[src/rtl/alu_pkg.sv]
// Shared opcode and FSM state encodings for the sequential N-bit ALU.
package alu_pkg;

    localparam logic [2:0] ALU_ADD = 3'b000;
    localparam logic [2:0] ALU_SUB = 3'b001;
    localparam logic [2:0] ALU_AND = 3'b010;
    localparam logic [2:0] ALU_OR  = 3'b011;
    localparam logic [2:0] ALU_XOR = 3'b100;
    localparam logic [2:0] ALU_SHL = 3'b101;
    localparam logic [2:0] ALU_SHR = 3'b110;
    localparam logic [2:0] ALU_MUL = 3'b111;

    localparam logic [1:0] S_IDLE = 2'd0;
    localparam logic [1:0] S_EXEC = 2'd1;
    localparam logic [1:0] S_DONE = 2'd2;

endpackage

[src/rtl/adder_nbit.sv]
// Ripple-style WIDTH-bit adder with carry in/out, shared by ADD, SUB and the MUL accumulate.
module adder_nbit #(
    parameter int WIDTH = 8
) (
    input  logic [WIDTH-1:0] a,
    input  logic [WIDTH-1:0] b,
    input  logic             cin,
    output logic [WIDTH-1:0] s,
    output logic             cout
);

    assign {cout, s} = {1'b0, a} + {1'b0, b} + {{WIDTH{1'b0}}, cin};

endmodule

[src/rtl/alu_nbit_seq.sv]
// Registered WIDTH-bit ALU with valid/ready handshake; MUL is a WIDTH-cycle shift-add.
module alu_nbit_seq
    import alu_pkg::*;
#(
    parameter int WIDTH   = 8,
    parameter int A_WIDTH = 5
) (
    input  logic               clk,
    input  logic               rst_n,
    input  logic               in_valid,
    output logic               in_ready,
    input  logic [2:0]         opcode,
    input  logic [A_WIDTH-1:0] a,
    input  logic [WIDTH-1:0]   b,
    output logic               out_valid,
    input  logic               out_ready,
    output logic [WIDTH-1:0]   data_out,
    output logic               zflag,
    output logic               c,
    output logic               nflag
);

    localparam int SH_W  = $clog2(WIDTH);
    localparam int CNT_W = $clog2(WIDTH);
    localparam logic [CNT_W-1:0] CNT_LAST = CNT_W'(WIDTH - 1);

    logic [1:0]           state_q, state_d;
    logic [WIDTH-1:0]     data_q, data_d;
    logic                 z_q, z_d, c_q, c_d, n_q, n_d;
    logic [2*WIDTH-1:0]   prod_q, prod_d;
    logic [WIDTH-1:0]     mplier_q, mplier_d;
    logic [WIDTH-1:0]     mcand_q, mcand_d;
    logic [CNT_W-1:0]     cnt_q, cnt_d;

    logic [WIDTH-1:0]     ext_a;
    logic [SH_W-1:0]      sh;
    logic                 accept;
    logic [WIDTH-1:0]     add_a, add_b, add_s;
    logic                 add_cin, add_cout;
    logic [WIDTH:0]       shl_full, shr_full;
    logic [2*WIDTH-1:0]   prod_step;
    logic [WIDTH-1:0]     res;
    logic                 res_c, load;
    logic                 prod_unused;

    always_comb begin
        ext_a = '0;
        ext_a[A_WIDTH-1:0] = a;
    end

    assign sh       = ext_a[SH_W-1:0];
    assign in_ready = rst_n && (state_q == S_IDLE);
    assign accept   = in_valid && in_ready;

    // The extra bit on each shift captures the last bit shifted out (zero when sh==0).
    assign shl_full = {1'b0, b} << sh;
    assign shr_full = {b, 1'b0} >> sh;

    // One shift-add step: add multiplicand into the high half, shift the whole product right.
    assign prod_step   = {add_cout, add_s, prod_q[WIDTH-1:1]};
    assign prod_unused = prod_q[0];

    always_comb begin
        if (state_q == S_EXEC) begin
            add_a   = prod_q[2*WIDTH-1:WIDTH];
            add_b   = mplier_q[0] ? mcand_q : '0;
            add_cin = 1'b0;
        end else begin
            add_a   = b;
            add_b   = (opcode == ALU_SUB) ? ~ext_a : ext_a;
            add_cin = (opcode == ALU_SUB);
        end
    end

    adder_nbit #(.WIDTH(WIDTH)) u_adder (
        .a    (add_a),
        .b    (add_b),
        .cin  (add_cin),
        .s    (add_s),
        .cout (add_cout)
    );

    always_comb begin
        state_d  = state_q;
        prod_d   = prod_q;
        mplier_d = mplier_q;
        mcand_d  = mcand_q;
        cnt_d    = cnt_q;
        res      = '0;
        res_c    = 1'b0;
        load     = 1'b0;

        case (state_q)
            S_IDLE: begin
                if (accept) begin
                    if (opcode == ALU_MUL) begin
                        state_d  = S_EXEC;
                        prod_d   = '0;
                        mplier_d = ext_a;
                        mcand_d  = b;
                        cnt_d    = '0;
                    end else begin
                        state_d = S_DONE;
                        load    = 1'b1;
                        case (opcode)
                            ALU_ADD: begin res = add_s; res_c = add_cout;  end
                            ALU_SUB: begin res = add_s; res_c = ~add_cout; end
                            ALU_AND: res = b & ext_a;
                            ALU_OR:  res = b | ext_a;
                            ALU_XOR: res = b ^ ext_a;
                            ALU_SHL: begin res = shl_full[WIDTH-1:0]; res_c = shl_full[WIDTH]; end
                            ALU_SHR: begin res = shr_full[WIDTH:1];   res_c = shr_full[0];     end
                            default: res = '0;
                        endcase
                    end
                end
            end
            S_EXEC: begin
                prod_d   = prod_step;
                mplier_d = mplier_q >> 1;
                cnt_d    = cnt_q + 1'b1;
                // Last iteration writes the finished product straight into the result registers.
                if (cnt_q == CNT_LAST) begin
                    state_d = S_DONE;
                    load    = 1'b1;
                    res     = prod_step[WIDTH-1:0];
                    res_c   = |prod_step[2*WIDTH-1:WIDTH];
                end
            end
            S_DONE: begin
                if (out_ready) begin
                    state_d = S_IDLE;
                end
            end
            default: state_d = S_IDLE;
        endcase

        data_d = data_q;
        z_d    = z_q;
        c_d    = c_q;
        n_d    = n_q;
        if (load) begin
            data_d = res;
            z_d    = (res == '0);
            c_d    = res_c;
            n_d    = res[WIDTH-1];
        end
    end

    always_ff @(posedge clk) begin
        if (!rst_n) begin
            state_q  <= S_IDLE;
            data_q   <= '0;
            z_q      <= 1'b0;
            c_q      <= 1'b0;
            n_q      <= 1'b0;
            prod_q   <= '0;
            mplier_q <= '0;
            mcand_q  <= '0;
            cnt_q    <= '0;
        end else begin
            state_q  <= state_d;
            data_q   <= data_d;
            z_q      <= z_d;
            c_q      <= c_d;
            n_q      <= n_d;
            prod_q   <= prod_d;
            mplier_q <= mplier_d;
            mcand_q  <= mcand_d;
            cnt_q    <= cnt_d;
        end
    end

    assign out_valid = (state_q == S_DONE);
    assign data_out  = data_q;
    assign zflag     = z_q;
    assign c         = c_q;
    assign nflag     = n_q;

endmodule
[config.mk]
export PLATFORM = sky130hd
export DESIGN_NAME = alu_nbit_seq
export DESIGN_NICKNAME = d
export VERILOG_FILES = /design/src/rtl/alu_pkg.sv /design/src/rtl/adder_nbit.sv /design/src/rtl/alu_nbit_seq.sv
export SDC_FILE = /design/constraint.sdc
export NUM_CORES = 1
export LEC_CHECK = 0
export BUFFER_PORTS_ARGS = -buffer_cell sky130_fd_sc_hd__clkbuf_2
export CORE_ASPECT_RATIO = 1.2
export CORE_MARGIN = 5
export CORE_UTILIZATION = 25
export CTS_CLUSTER_SIZE = 12
export DETAILED_ROUTE_END_ITERATION = 10
export SLEW_MARGIN = 20
export SYNTH_ARGS = -nofsm -noshare
export SYNTH_HDL_FRONTEND = slang
export SYNTH_SLANG_ARGS = --single-unit
[constraint.sdc]
create_clock -name clk -period 7.8 [get_ports clk]
set_input_delay 1.17 -clock clk [delete_from_list [all_inputs] [get_ports clk]]
set_output_delay 1.17 -clock clk [all_outputs]
set_load 0.02 [all_outputs]
==> results.sh <==
export IMPL_fmax_mhz=223
export IMPL_totalPowerFinal_mw=0.609
export IMPL_p_int_mw=0.408
export IMPL_dieHeight_um=140
export IMPL_synth_cell_types=68
export IMPL_rows=47
export IMPL_drc=0
export IMPL_drv_slew=0
export IMPL_synthArstFlopShare=0
export IMPL_comb_power_share=0.262
export IMPL_wirelength_um=10500
export IMPL_first_pass_iters=6
export IMPL_post_cts_resized=0
export IMPL_cts_buffers=5
export IMPL_cts_hold_fix_buffers=0
export IMPL_overflow=0
export IMPL_synthCells=436
export IMPL_clk_path_buf_depth=2
export IMPL_syn_nets=478
export IMPL_p_sw_frac=0.330
export IMPL_place_ws_ns=3.01
export IMPL_core_area_um2=13900
export IMPL_grt_max_degree=51
export IMPL_syn_mean_instance_area_um2=8.13
export IMPL_drive_gt1_frac=0.138
export IMPL_maxCapViolations=0
export IMPL_finalSetupViolations=0
export IMPL_ys_top_cells_by_count="43 x dfxtp_1, 41 x nand2_1, 38 x nor2b_1, 33 x nor2_1, 22 x o21ai_0"
export IMPL_synth_flop_cell="dfxtp_1"
export IMPL_fp_dieW_um=119
export IMPL_antenna_left=0
export IMPL_postCtsSetupRepairBufs=0
export IMPL_hold_depth=2
export IMPL_worst_setup_path_type="primary input to register"
export IMPL_wl_per_cell_um=17.1
export IMPL_clk_pin_slew_ns=0.07
export IMPL_post_route_min_period_ns=4.49
export IMPL_ys_warn_count=0
export IMPL_min_path_type="register to register"
export IMPL_area_growth_synth_to_final_pct=9.99
export IMPL_place_gp_congestion=0.941
export IMPL_io_pins=33
export IMPL_cts_tree="built"
export IMPL_yosys_area_top_type="dfxtp_1"
export IMPL_hpwl_um=7870
export IMPL_status="completed"
export IMPL_place_area_um2=3750
export IMPL_seqPwrFrac=0.379
export IMPL_grt_pass1_wl_um=16700
export IMPL_synth_top_area_share=0.243
export IMPL_tightest_slew_ns=0.859
export IMPL_leakagePower_nw=1.49
export IMPL_rsz0062_at_grt="no"
export IMPL_synth_most_common_cell="dfxtp_1"
export IMPL_post_route_period_util=0.576
export IMPL_worst_hold_slack_ns=0.474
export IMPL_synth_area_top_cells="dfxtp_1 24%, ha_1 7.1%, nor2b_1 6.7%, mux2i_1 4.5%, mux4_2 4.4%"
export IMPL_finClkSkew_ns=0.00741
export IMPL_fin_nets=483
export IMPL_synth_area_um2=3540
export IMPL_required_ns=8.04
export IMPL_worst_path_max_fanout=19
export IMPL_worst_slack_ns=3.31
export IMPL_max_slew_margin=0.427
export IMPL_grt_pass1_vias=3122
export IMPL_drt_initial_drc_count=248
export IMPL_synth_edf_count=0
export IMPL_reg2regPathDepth=12
export IMPL_vdd_drop_max_mv=0.0775
export IMPL_synth_seq_cells=43
export IMPL_crit_arrival_ns=4.73
export IMPL_routed_via_count=3256
export IMPL_dieArea_um2=16700
export IMPL_power_density_nw_per_um2=156
export IMPL_via_per_inst=5.31
export IMPL_worst_setup_path_end_kind="register"
export IMPL_diodes=0
export IMPL_clock_latency_ns=0.29
export IMPL_cts_root_buf="clkbuf_16"
export IMPL_hold_violations=0
export IMPL_io_buffers=32
export IMPL_synth_seq_area_share=0.243
export IMPL_regToRegSetupSlack_ns=4.18
export IMPL_stdcell_area_um2=3900
export IMPL_start_util=0.255
export IMPL_tns_ns=0
export IMPL_cts_htree_levels=2
export IMPL_cts_sinks=43
export IMPL_grt_total_usage=0.124
export IMPL_start_kind="primary input"
export IMPL_antenna_found_initial=0
export IMPL_p_switching_mw=0.201
export IMPL_pwr_share_clk=0.359
==> critical path, cell delays in order <==
cell      delay [ns]
clkbuf_2        0.23
nor2_1          0.41
and2_1          0.37
xnor2_1         0.10
nor2_1          0.11
a31oi_1         0.07
fa_1            0.45
fa_1            0.42
nand2b_1        0.18
a21oi_1         0.20
o31ai_1         0.11
o31a_1          0.15
a221o_1         0.34
a211oi_1        0.24
a31o_1          0.16
==> path summary, 6_finish.rpt <==
| check | start | end |
|---|---|---|
| setup / recovery | opcode[1] | zflag |
| hold / removal | data_out[2] | data_out[2] |
| setup reg to reg | state_q[0] | zflag |
| hold reg to reg | data_out[2] | data_out[2] |
==> flip-flops by register name (all words and copies together) (netlist names) <==
name      flops
c             1
cnt_q         3
data_out      8
mcand_q       8
mplier_q      5
prod_q       15
state_q       2
zflag         1
==> layout make-up <==
| type | count | area [um^2] |
|---|---|---|
| inverter | 16 | 60.1 |
| sequential | 43 | 861 |
| fill | 1476 | 9980 |
| multi-input combinational | 342 | 2450 |
| timing repair buffer | 33 | 168 |
| clock buffer | 5 | 125 |
| clock inverter | 3 | 23.8 |
| tap | 171 | 214 |
==> per-stage QoR <==
| step | util | std cells |
|---|---|---|
| finish | 0.281 | 613 |
| global route | 0.281 | 613 |
| global placement | 0.270 | 605 |
| CTS | 0.281 | 613 |
| detailed placement | 0.270 | 605 |
| floorplan | - | 436 |
==> placed cells by master, fill, tap and decap left out, types with 15 or more instances in the layout <==
| cell | Yosys | final |
|---|---|---|
| ha_1 | 20 | 20 |
| mux2i_1 | 16 | 16 |
| clkbuf_2 | 0 | 32 |
| a22oi_1 | 16 | 16 |
| nand2_1 | 41 | 41 |
| o21ai_0 | 22 | 22 |
| dfxtp_1 | 43 | 43 |
| nor2b_1 | 38 | 37 |
| nor2_1 | 33 | 33 |
| a21oi_1 | 17 | 17 |
| inv_1 | 15 | 15 |
==> logic make-up (layout without fill, tap and decap cells) <==
group	after synthesis	count (layout)	synth area share
muxes	27	27	0.102
buffers and inverters	51	57	0.0674
adders and majority gates	22	22	0.0819
and+or+nand+nor	171	171	0.260
DFF	43	43	0.243
AOI/OAI and AO/OA	113	113	0.223
xor gates and xnor gates	9	9	0.0222
==> power by group through the flow <==
| stage | clock network [mW] | registers [mW] | logic, mW |
|---|---|---|---|
| floorplan | 0 | 0.237 | 0.117 |
| global placement | 0 | 0.235 | 0.157 |
| detailed placement | 0 | 0.236 | 0.158 |
| CTS | 0.222 | 0.231 | 0.159 |
| global route | 0.231 | 0.231 | 0.175 |
| finish | 0.219 | 0.231 | 0.160 |
==> per-layer routing <==
metal	share of wire	GRT usage
met1	0.41	0.150
met2	0.48	0.205
met3	0.053	0.0230
met4	0.055	0.0738
met5	0	0
Note: power is estimated with default switching activity, not from simulation.
